[src/rtl/stack_return_unit.sv]
// Pops a saved return frame after RET/RTI and restores the PC (and flags for RTI).
// Optional macro RET_TIMEOUT_EN adds a bounded READ wait and a one-cycle ERR state.
module stack_return_unit #(
   parameter int TIMEOUT = 15,
   parameter int PC_BITS = 28
) (
   input  logic        clk,
   input  logic        i_reset,
   input  logic        i_isRet,
   input  logic        i_isRti,
   input  logic [31:0] i_sp,
   input  logic        i_memValid,
   input  logic [31:0] i_memData,
   output logic        o_memRead,
   output logic        o_en32,
   output logic [31:0] o_address,
   output logic        o_spPop,
   output logic        o_stall,
   output logic        o_pcLoad,
   output logic [31:0] o_pc,
   output logic        o_flagsLoad,
   output logic [3:0]  o_flags,
   output logic        o_flush,
   output logic        o_timeout
);

`ifdef RET_TIMEOUT_EN
   typedef enum logic [1:0] {S_IDLE, S_READ, S_DONE, S_ERR} state_t;
   localparam int CNT_W = $clog2(TIMEOUT + 1);
   logic [CNT_W-1:0] r_cnt;
`else
   typedef enum logic [1:0] {S_IDLE, S_READ, S_DONE} state_t;
`endif

   localparam logic [31:0] PC_MASK = (PC_BITS >= 32) ? 32'hFFFF_FFFF
                                                      : ((32'd1 << PC_BITS) - 32'd1);

   state_t      r_state, w_next;
   logic [31:0] r_addr;
   logic [31:0] r_frame;
   logic        r_isRti;
   logic        r_first;
   logic        w_req;

   assign w_req = i_isRet | i_isRti;

   always_ff @(posedge clk) begin
      if (i_reset) begin
         r_state <= S_IDLE;
         r_addr  <= 32'd0;
         r_frame <= 32'd0;
         r_isRti <= 1'b0;
         r_first <= 1'b0;
`ifdef RET_TIMEOUT_EN
         r_cnt   <= '0;
`endif
      end else begin
         r_state <= w_next;
         case (r_state)
            S_IDLE: begin
               if (w_req) begin
                  r_addr  <= i_sp + 32'd2;
                  r_isRti <= i_isRti;
                  r_first <= 1'b1;
`ifdef RET_TIMEOUT_EN
                  r_cnt   <= '0;
`endif
               end
            end
            S_READ: begin
               r_first <= 1'b0;
               if (i_memValid) begin
                  r_frame <= i_memData;
               end
`ifdef RET_TIMEOUT_EN
               else begin
                  r_cnt <= r_cnt + CNT_W'(1);
               end
`endif
            end
            default: ;
         endcase
      end
   end

   // Outputs decode from state and registers only; no input reaches an output.
   always_comb begin
      w_next      = r_state;
      o_memRead   = 1'b0;
      o_en32      = 1'b0;
      o_spPop     = 1'b0;
      o_stall     = 1'b0;
      o_pcLoad    = 1'b0;
      o_flagsLoad = 1'b0;
      o_flush     = 1'b0;
      o_timeout   = 1'b0;
      o_address   = r_addr;
      o_pc        = r_frame & PC_MASK;
      o_flags     = r_frame[31:28];
      case (r_state)
         S_IDLE: begin
            if (w_req) w_next = S_READ;
         end
         S_READ: begin
            o_memRead = 1'b1;
            o_en32    = 1'b1;
            o_stall   = 1'b1;
            o_spPop   = r_first;
            if (i_memValid) w_next = S_DONE;
`ifdef RET_TIMEOUT_EN
            else if (r_cnt == CNT_W'(TIMEOUT - 1)) w_next = S_ERR;
`endif
         end
         S_DONE: begin
            o_pcLoad    = 1'b1;
            o_flush     = 1'b1;
            o_flagsLoad = r_isRti;
            w_next      = S_IDLE;
         end
`ifdef RET_TIMEOUT_EN
         S_ERR: begin
            o_timeout = 1'b1;
            w_next    = S_IDLE;
         end
`endif
         default: w_next = S_IDLE;
      endcase
   end

endmodule
[config.mk]
export PLATFORM = sky130hd
export DESIGN_NAME = stack_return_unit
export DESIGN_NICKNAME = d
export VERILOG_FILES = /design/src/rtl/stack_return_unit.sv
export SDC_FILE = /design/constraint.sdc
export NUM_CORES = 1
export LEC_CHECK = 0
export CORE_AREA = 4 4 75 104
export CTS_BUF_LIST = sky130_fd_sc_hd__clkbuf_8
export DETAILED_ROUTE_END_ITERATION = 16
export DIE_AREA = 0 0 79 108
export PLACE_DENSITY = 0.95
export SKIP_LAST_GASP = 1
export SLEW_MARGIN = 10
export SYNTH_ARGS = -nofsm -noshare
export SYNTH_HDL_FRONTEND = slang
export SYNTH_SLANG_ARGS = --single-unit
[constraint.sdc]
create_clock -name clk -period 3.64 [get_ports clk]
set_input_delay 0.728 -clock clk [delete_from_list [all_inputs] [get_ports clk]]
set_output_delay 0.728 -clock clk [all_outputs]
set_load 0.05 [all_outputs]
======== Word-level counts from Yosys, hierarchy flattened ========
Index checks and enable logic that the tools add are counted.
operators by class
  add/sub/neg operators ................... 1
  bitwise gates (word level) .............. 1
  equal/unequal tests ..................... 4
  reduce and logical (&&, ||, !) cells .... 6
  muxes and demuxes ....................... 9
operators by type and width
  operator               number
  $add 32x2->32 const B  1
  $reduce_and 2->1       4
  $mux 1                 5
  $mux 2                 2
  $ne 2x2->1 const B     2
  $pmux 2 s2             1
  $eq 2x1->1 const B     1
  $eq 2x2->1 const B     1
  $logic_not 2->1        1
  $pmux 1 s2             1
  $reduce_bool 2->1      1
  $or 1x1->1             1
storage, ports and cells
  input bits .............................. 69
  flip-flop bits (word level) ............. 68
  logic and storage cells ................. 26
  output and inout bits ................... 76

======== Logic depth before layout (Yosys ltp) ========
Gate-level depths: netlist (run 1).
  depth in word-level cells ............... 3
  gate-level depth with buffers ........... 6
  depth with buffers taken out ............ 6

======== Least setup slack after synthesis (run 1) ========
No wires, ideal clock.
  path type ............................... register to output
  start point ............................. register r_state[0]
  end point ............................... output port o_spPop
  path buffers ............................ 0
  slack ................................... 1078 ps
  data required time ...................... 2912 ps
  arrival time ............................ 1834 ps
  stages on the path, launching flop included .. 3
  path through ............................ dfxtp_1 nor2b_1 and2_1
on the way
  longest elaborated chain between the ends .. 2
ends and longest elaborated chain
  element                   line  source
  start: declaration        38    state_t r_state, w_next;
  start signal: assignment  58    r_state <= w_next;
  $eq 2x1->1                100   case (r_state)
  $mux 1                    100
  end: declaration          17    output logic o_spPop,
No other way between the ends.

======== Final worst setup path (run 1) ========
Ends and elaborated chain as after synthesis.

==> results of run 1 <==
[cell type report]
cell class	count	area, um2
Fill cell	563	2250
Multi-Input combinational cell	274	1560
Timing Repair Buffer	142	1410
Sequential cell	68	1360
Clock buffer	12	165
Tap cell	95	119
Clock inverter	4	70.1
[metal layers]
layer	up-vias	GRT usage (%)
met5	-	0
met4	0	8.97
met3	14	6.50
met2	160	35.8
met1	1388	24.9
li1	1511	-
[how the worst min path moves through the flow]
stage	slack, ns	end	start	cells after the start
floorplan	0.43	r_isRti	r_isRti	2
global placement	0.44	r_isRti	r_isRti	2
detailed placement	0.45	r_frame[23]	r_frame[23]	2
CTS	0.46	r_frame[23]	r_frame[23]	2
global route	0.48	r_frame[0]	r_frame[0]	2
finish	0.45	r_frame[12]	r_frame[12]	2
[flip-flops by register name, indices dropped and copies added (netlist names)]
name	flops
r_first	1
r_frame	32
r_isRti	1
o_address	32
r_state	2
[cell usage in the layout (no fill, tap or decap), types with 5 or more instances in the layout]
master,n
sky130_fd_sc_hd__a211oi_1,25
sky130_fd_sc_hd__a21oi_1,36
sky130_fd_sc_hd__clkbuf_8,12
sky130_fd_sc_hd__clkdlybuf4s50_1,138
sky130_fd_sc_hd__conb_1,5
sky130_fd_sc_hd__dfxtp_1,68
sky130_fd_sc_hd__nand2_1,78
sky130_fd_sc_hd__nand3_1,12
sky130_fd_sc_hd__nand4_1,9
sky130_fd_sc_hd__nor2_1,39
sky130_fd_sc_hd__xnor2_1,13
sky130_fd_sc_hd__xor2_1,14
[logic make-up after synthesis]
group / Yosys count / synth area share (%)
simple gates: 173 / 27.5
xor+xnor: 27 / 7.66
fa+ha+maj: 1 / 0.405
buf+inv: 31 / 6.20
other cells: 1 / 0.121
compound gates: 68 / 14.0
flops: 68 / 44.1
[worst max-delay path, delay by kind of cell, from the launching register on]
family,cells,cell delay (ns)
buffers and inverters,1,0.81
DFF,1,0.41
and+or+nand+nor,2,0.64
[stage by stage]
step           instances  util (%)  setup slack, ns  instance area (um2)  hold slack (ns)
3_5_place_dp         579      64.1            0.710                 4450            0.446
5_1_grt              595      67.5            0.570                 4680            0.480
2_1_floorplan        373         -             1.08                 3100            0.432
6_report             595      67.5            0.712                 4680            0.454
3_3_place_gp         579      64.1            0.804                 4450            0.439
4_1_cts              595      67.5            0.698                 4680            0.456
[power by group]
group	internal [W]	leakage, nW	switching, W
Sequential	0.000803	0.559	0.0000319
Clock	0.000440	0.122	0.000279
Combinational	0.000218	0.961	0.000382
==> key figures, run 1 <==
Floorplan
  • Num ports: 145
  • Effective utilization at floorplan: 44.5%
  • Height of the die: 108 um
  • Cell Rows: 36
  • Core region area: 6940 um2
  • Die Outline Area: 8530 um2
  • Die X-Extent: 79 um

Route
  • DRC violations left: 0
  • Uppermost layer routed: met4
  • Number of detailed-routing iterations run before antenna repair: 5
  • Detail Route met2 WL: 4380 um
  • Total vias in the final route: 3073
  • Post-DRT Antenna Nets: 0
  • Initial DRC count: 154
  • Via count normalized by instance count: a little over 5
  • Wire length after detailed routing: between 8000 and 9000 um
  • Met3 routed WL: 756 um
  • Routed wire per std cell: 15.1 um
  • Routed length on met1: about 3600 um

STA
  • Final worst clock skew: between 0.004 and 0.005 ns
  • Max_slew headroom: a little under 30%
  • Final critical-path share of the clock period: 80.4%
  • Tmin final: slightly below 3 ns
  • F_max: 342 MHz
  • Max Slew Vio Count: 0
  • Final setup violation count: 0
  • Tightest Pin Transition: 1.06 ns
  • Final setup TNS: 0 ns
  • RSZ-0062 raised after global routing: false
  • Final count of hold timing violations: 0

Setup path
  • End of the worst register-to-register path: r_frame[31]
  • Arrival time of data at the critical path endpoint: 2.20 ns
  • Crit Reg-Reg Startpoint: r_state[0]
  • CP Max Fanout: 8
  • Capturing element of the worst setup path: o_spPop
  • CP Launch Point: r_state[0]
  • Critical path's largest stage delay: 0.81 ns
  • Type of the setup path with the least slack: reg2out
  • R2R Setup Slk: 1.47 ns
  • Data required, critical path: 2.91 ns
  • Crit end category: output port
  • Crit-path slowest cell: sky130_fd_sc_hd__clkdlybuf4s50_1
  • Cell chain of the critical path: nor2b_1 > and2_1 > clkdlybuf4s50_1
  • Crit start category: flop
  • Worst reg-to-reg path cell count: 4

CTS
  • Total setup buffers inserted after CTS: 0
  • Clock transition at the registers of the reported paths: 0.07 ns
  • Clock Latency Late Sink: 0.34 ns
  • H-tree levels: 3
  • CTS tree: yes
  • CTS Sinks: 68
  • Buffer cell driving the clock tree root: sky130_fd_sc_hd__clkbuf_8
  • Deepest clock path buffer count: 2
  • Number of gates resized after CTS: 0
  • Hold-fix buffers at CTS: 0
  • Number of buffers added by the clock tree synthesis step: 9

Place
  • GP Congestion: about 1
  • Number of buffer cells added on primary ports: 139
  • Detailed placement HPWL: 6740 um

Logic synthesis
  • Async set or reset register ratio after synthesis: 0%
  • Synth top area cells: sky130_fd_sc_hd__dfxtp_1, sky130_fd_sc_hd__nand2_1, sky130_fd_sc_hd__a211oi_1
  • Gate count after technology mapping: 369
  • Number of distinct library cells after synthesis: 35
  • Count of flip-flops with a built-in enable after synthesis: 0
  • Mean Syn Cell Area: 8.37 um2
  • Primary FF master, synth: sky130_fd_sc_hd__dfxtp_1
  • Top-count cell post-synth: sky130_fd_sc_hd__nand2_1
  • Cell taking the most area after synthesis: sky130_fd_sc_hd__dfxtp_1
  • Synthesized flop and latch total: 68
  • Count of warnings emitted by yosys: 0
  • Sequential fraction of the synthesis area: 44.1%
  • List of most frequent post-synthesis cells: sky130_fd_sc_hd__nand2_1, sky130_fd_sc_hd__dfxtp_1, sky130_fd_sc_hd__nor2_1, sky130_fd_sc_hd__a21oi_1, sky130_fd_sc_hd__a211oi_1
  • Post-Synthesis Cell Area: 3090 um2
  • Fraction of post-synthesis cell area in the top cell type by area: 44.1%

Worst hold path
  • Hold/Removal Path Class: reg2reg

Power
  • Worst vdd ir: 0.247 mV
  • Leakage: 1.64 nW
  • Power density relative to cell area: 460 nW/um2
  • Total chip power: 0.00215 W

Global route
  • Overall track demand over capacity in global routing: 21.2%
  • Overall overflow remaining after global route: 0
  • Maximum number of pins on one net before global-route repair: 69
  • Global-route wire length before repair: 14200 um
  • Initial antenna violation count: 0
  • Number of global-route vias before repair: 2941

Final layout
  • Layout cells sized above 1: 6.40%
  • Growth of design area from synthesis to finish: 51.7%
  • Nets: 565
  • Ant. Diodes: 0

Run status
  • Outcome: complete, no violations

Run
  • Max-capacitance violation count: 0
Power figures use the tool's default switching activity.
==> inputs of run 2 (changes only) <==
--- a/config.mk
+++ b/config.mk
@@ -5,11 +5,11 @@
 export SDC_FILE = /design/constraint.sdc
 export NUM_CORES = 1
 export LEC_CHECK = 0
-export CORE_AREA = 4 4 75 104
+export CORE_AREA = 4 4 78 109
 export CTS_BUF_LIST = sky130_fd_sc_hd__clkbuf_8
 export DETAILED_ROUTE_END_ITERATION = 16
-export DIE_AREA = 0 0 79 108
-export PLACE_DENSITY = 0.95
+export DIE_AREA = 0 0 82 113
+export PLACE_DENSITY = 0.88
 export SKIP_LAST_GASP = 1
 export SLEW_MARGIN = 10
 export SYNTH_ARGS = -nofsm -noshare
==> constraint.sdc (replaced) <==
create_clock -name clk -period 2.7 [get_ports clk]
set_input_delay 0.54 -clock clk [delete_from_list [all_inputs] [get_ports clk]]
set_output_delay 0.54 -clock clk [all_outputs]
set_load 0.05 [all_outputs]
==> run 2 against run 1 <==
Against the previous run:
- worst setup slack worse by 0.55 ns
- sequential power up 35%
- power up 34%
- design area up 0.99%
- global-route usage down 1.7 points
- cell count up 2.0%
- sequential share of layout area down 0.28 points
- critical path type unchanged
- highest routed layer unchanged
==> key figures, run 2 (same netlist as run 1, synthesis figures left out) <==
Power
  • Cell internal pwr: 0.00191 W (+31%)
  • Power density relative to cell area: 609 nW/um2 (+32%)
  • Worst vdd ir: 0.354 mV (+43%)
  • Fraction of power consumed by sequential logic: 39.1% (+0.3 points)
  • Switching power as a share of total power: 33.7% (+1.6 points)
  • Leakage: 1.68 nW (+2.3%)
  • Clock network power share: 32.6% (-0.8 points)
  • Part of the total power dissipated in combinational logic: 28.4% (+0.5 points)
  • NetSw: 0.000972 W (+40%)

Final layout
  • Most frequent cells in the layout: sky130_fd_sc_hd__clkdlybuf4s50_1, sky130_fd_sc_hd__nand2_1, sky130_fd_sc_hd__dfxtp_1
  • Area occupied by registers: 1360 um2 (unchanged)
  • Layout cells sized above 1: 7.69% (+1.3 points)
  • Cell Count, Final, Fillers Out: 607 (+2.0%)
  • Multi-input logic area: 1560 um2 (unchanged)
  • Leading cell type in the layout, fill and taps excluded: sky130_fd_sc_hd__clkdlybuf4s50_1
  • Ant. Diodes: 0 (unchanged)
  • Number of filler instances in the final layout: 663 (+18%)
  • Growth of design area from synthesis to finish: 53.2%
  • Nets: 572 (+1.2%)

Floorplan
  • Num ports: 145 (unchanged)
  • Height of the die: 113 um (+4.6%)
  • Cell Rows: 38 (+5.6%)
  • Effective utilization at floorplan: 40.6% (-3.9 points)
  • Core region area: 7610 um2 (+9.7%)
  • Die X-Extent: 82 um (+3.8%)
  • Die Outline Area: 9270 um2 (+8.6%)

Setup path
  • Type of the setup path with the least slack: reg2out
  • Data required, critical path: 2.16 ns (-0.75 ns)
  • R2R Setup Slk: 1.00 ns (-0.47 ns)
  • Top delay family on crit path: buffers and inverters
  • Critical path's largest stage delay: 0.80 ns (about the same)
  • End of the worst register-to-register path: r_frame[12]
  • Cell chain of the critical path: nor2b_1 > and2_1 > clkdlybuf4s50_1
  • Crit end category: output port
  • Crit Reg-Reg Startpoint: r_state[0]
  • Worst reg-to-reg path cell count: 6 (+2)
  • Combined buffer and inverter count along the critical path: 1 (unchanged)
  • Crit start category: flop
  • Arrival time of data at the critical path endpoint: 1.99 ns (-0.21 ns)
  • Crit-path slowest cell: sky130_fd_sc_hd__clkdlybuf4s50_1
  • CP Max Fanout: 5 (-3)

CTS
  • CTS tree: yes
  • Deepest clock path buffer count: 2 (unchanged)
  • Hold-fix buffers at CTS: 0 (unchanged)
  • Clock transition at the registers of the reported paths: 0.07 ns (about the same)
  • Buffer cell driving the clock tree root: sky130_fd_sc_hd__clkbuf_8
  • Clock Latency Late Sink: 0.35 ns (about the same)
  • H-tree levels: 3 (unchanged)
  • Number of buffers added by the clock tree synthesis step: 9 (unchanged)
  • CTS Sinks: 68 (unchanged)
  • Total setup buffers inserted after CTS: 0 (unchanged)

Route
  • Wire length after detailed routing: 9060 um (+0.86%)
  • Routed length on met1: 3470 um (-4.9%)
  • Detail Route met2 WL: 4670 um (+6.6%)
  • DRC violations left: 0 (unchanged)
  • Number of detailed-routing iterations run before antenna repair: 4 (-1)
  • Routed wire per std cell: 14.9 um (-1.1%)
  • Post-DRT Antenna Nets: 0 (unchanged)
  • Via count normalized by instance count: 5.07 (-1.9%)
  • Total vias in the final route: 3075 (+0.065%)
  • Uppermost layer routed: met4
  • Initial DRC count: 73 (-53%)
  • Met3 routed WL: 793 um (+4.9%)

Place
  • Detailed placement HPWL: 6890 um (+2.2%)
  • Number of buffer cells added on primary ports: 139 (unchanged)
  • GP Congestion: 0.881 (-9.6%)
  • Placed instance count: 591 (+2.1%)

Global route
  • Number of global-route vias before repair: 2969 (+0.95%)
  • Overall overflow remaining after global route: 0 (unchanged)
  • Global-route wire length before repair: 14000 um (-1.4%)
  • Overall track demand over capacity in global routing: 19.6% (-1.7 points)
  • Maximum number of pins on one net before global-route repair: 34 (-51%)
  • Initial antenna violation count: 0 (unchanged)

STA
  • Final count of hold timing violations: 0 (unchanged)
  • Final setup TNS: 0 ns (unchanged)
  • Tightest Pin Transition: 0.587 ns (-0.477 ns)
  • F_max: 395 MHz
  • Tmin final: approximately 2.5 ns
  • Max_slew headroom: 60.9% (+32 points)
  • Final worst clock skew: 0.00668 ns (+0.00234 ns)
  • Final critical-path share of the clock period: 93.9%
  • RSZ-0062 raised after global routing: false
  • Max Slew Vio Count: 0 (unchanged)
  • Final setup violation count: 0 (unchanged)

Worst hold path
  • Number of instances on the worst hold path: 2 (unchanged)
  • Worst min-delay path endpoint: r_frame[24]
  • Beginning of the worst hold path: r_frame[24]
  • Hold/Removal Path Class: reg2reg

Run status
  • Outcome: complete, no violations

Run
  • Max-capacitance violation count: 0 (unchanged)
[run 2: changes by cell type in the layout (fill, tap and decap cells not counted)]
cell / delta
sky130_fd_sc_hd__buf_4: +6
sky130_fd_sc_hd__clkinvlp_4: +1
sky130_fd_sc_hd__clkbuf_8: -3
sky130_fd_sc_hd__clkdlybuf4s50_1: -1
sky130_fd_sc_hd__clkinv_2: -1
sky130_fd_sc_hd__clkinv_4: +1
sky130_fd_sc_hd__dlymetal6s2s_1: +1
sky130_fd_sc_hd__inv_6: +2
sky130_fd_sc_hd__buf_2: +1
[run 2: through the flow]
| stage | hold slack [ns] | total power [W] | utilization, % | instance area, um2 | setup slack, ns |
|---|---|---|---|---|---|
| floorplan | 0.432 | 0.00165 | - | 3100 | 0.326 |
| global placement | 0.439 | 0.00196 | 59.2 | 4500 | 0.163 |
| detailed placement | 0.446 | 0.00197 | 59.2 | 4500 | 0.103 |
| CTS | 0.457 | 0.00291 | 62.1 | 4730 | 0.0680 |
| global route | 0.477 | 0.00301 | 62.2 | 4730 | 0.0671 |
| finish | 0.459 | 0.00288 | 62.2 | 4730 | 0.165 |
[run 2: worst max path at each step]
stage                     cells past startpoint       start  slack, ns            end
final                                         3  r_state[1]       0.17    o_flagsLoad
after detailed placement                      6     i_sp[1]       0.10  o_address[19]
after floorplan                               2  r_state[0]       0.33        o_spPop
after global routing                          3  r_state[1]       0.07    o_flagsLoad
after global placement                        6     i_sp[1]       0.16  o_address[19]
after CTS                                     3  r_state[0]       0.07        o_spPop
[run 2: area by class of cell]
class	count	share of cell area [%]
Clock buffer	9	2.62
Clock inverter	7	2.09
Timing Repair Buffer	149	31.0
Sequential cell	68	28.8
Multi-Input combinational cell	274	32.9
Tap cell	100	2.65
[run 2: what timing repair did]
action	CTS	global route
setup endpoints to repair	0	1
gates resized for setup	0	1
hold endpoints to repair	0	0
[run 2: power groups by stage]
| stage | logic (W) | clock network, W | registers, W |
|---|---|---|---|
| after floorplan | 0.000248 | 0 | 0.00140 |
| after global placement | 0.000809 | 0 | 0.00115 |
| after detailed placement | 0.000821 | 0 | 0.00115 |
| after CTS | 0.000824 | 0.000964 | 0.00113 |
| after global routing | 0.000865 | 0.00101 | 0.00114 |
| final | 0.000817 | 0.000938 | 0.00113 |
[run 2: metal layers]
layer | vias up | GRT usage, %
met5 | - | 0
met4 | 0 | 7.32
met3 | 11 | 5.41
met2 | 125 | 35.8
met1 | 1411 | 20.6
li1 | 1528 | -
[run 2: worst register-to-register path, cell delays in order, from the launching register on]
cell and delay [ns]:
sky130_fd_sc_hd__dfxtp_1 0.41, sky130_fd_sc_hd__nor2b_1 0.32, sky130_fd_sc_hd__buf_4 0.19, sky130_fd_sc_hd__and2_1 0.12
sky130_fd_sc_hd__buf_4 0.30, sky130_fd_sc_hd__nand2_1 0.15, sky130_fd_sc_hd__a21oi_1 0.15
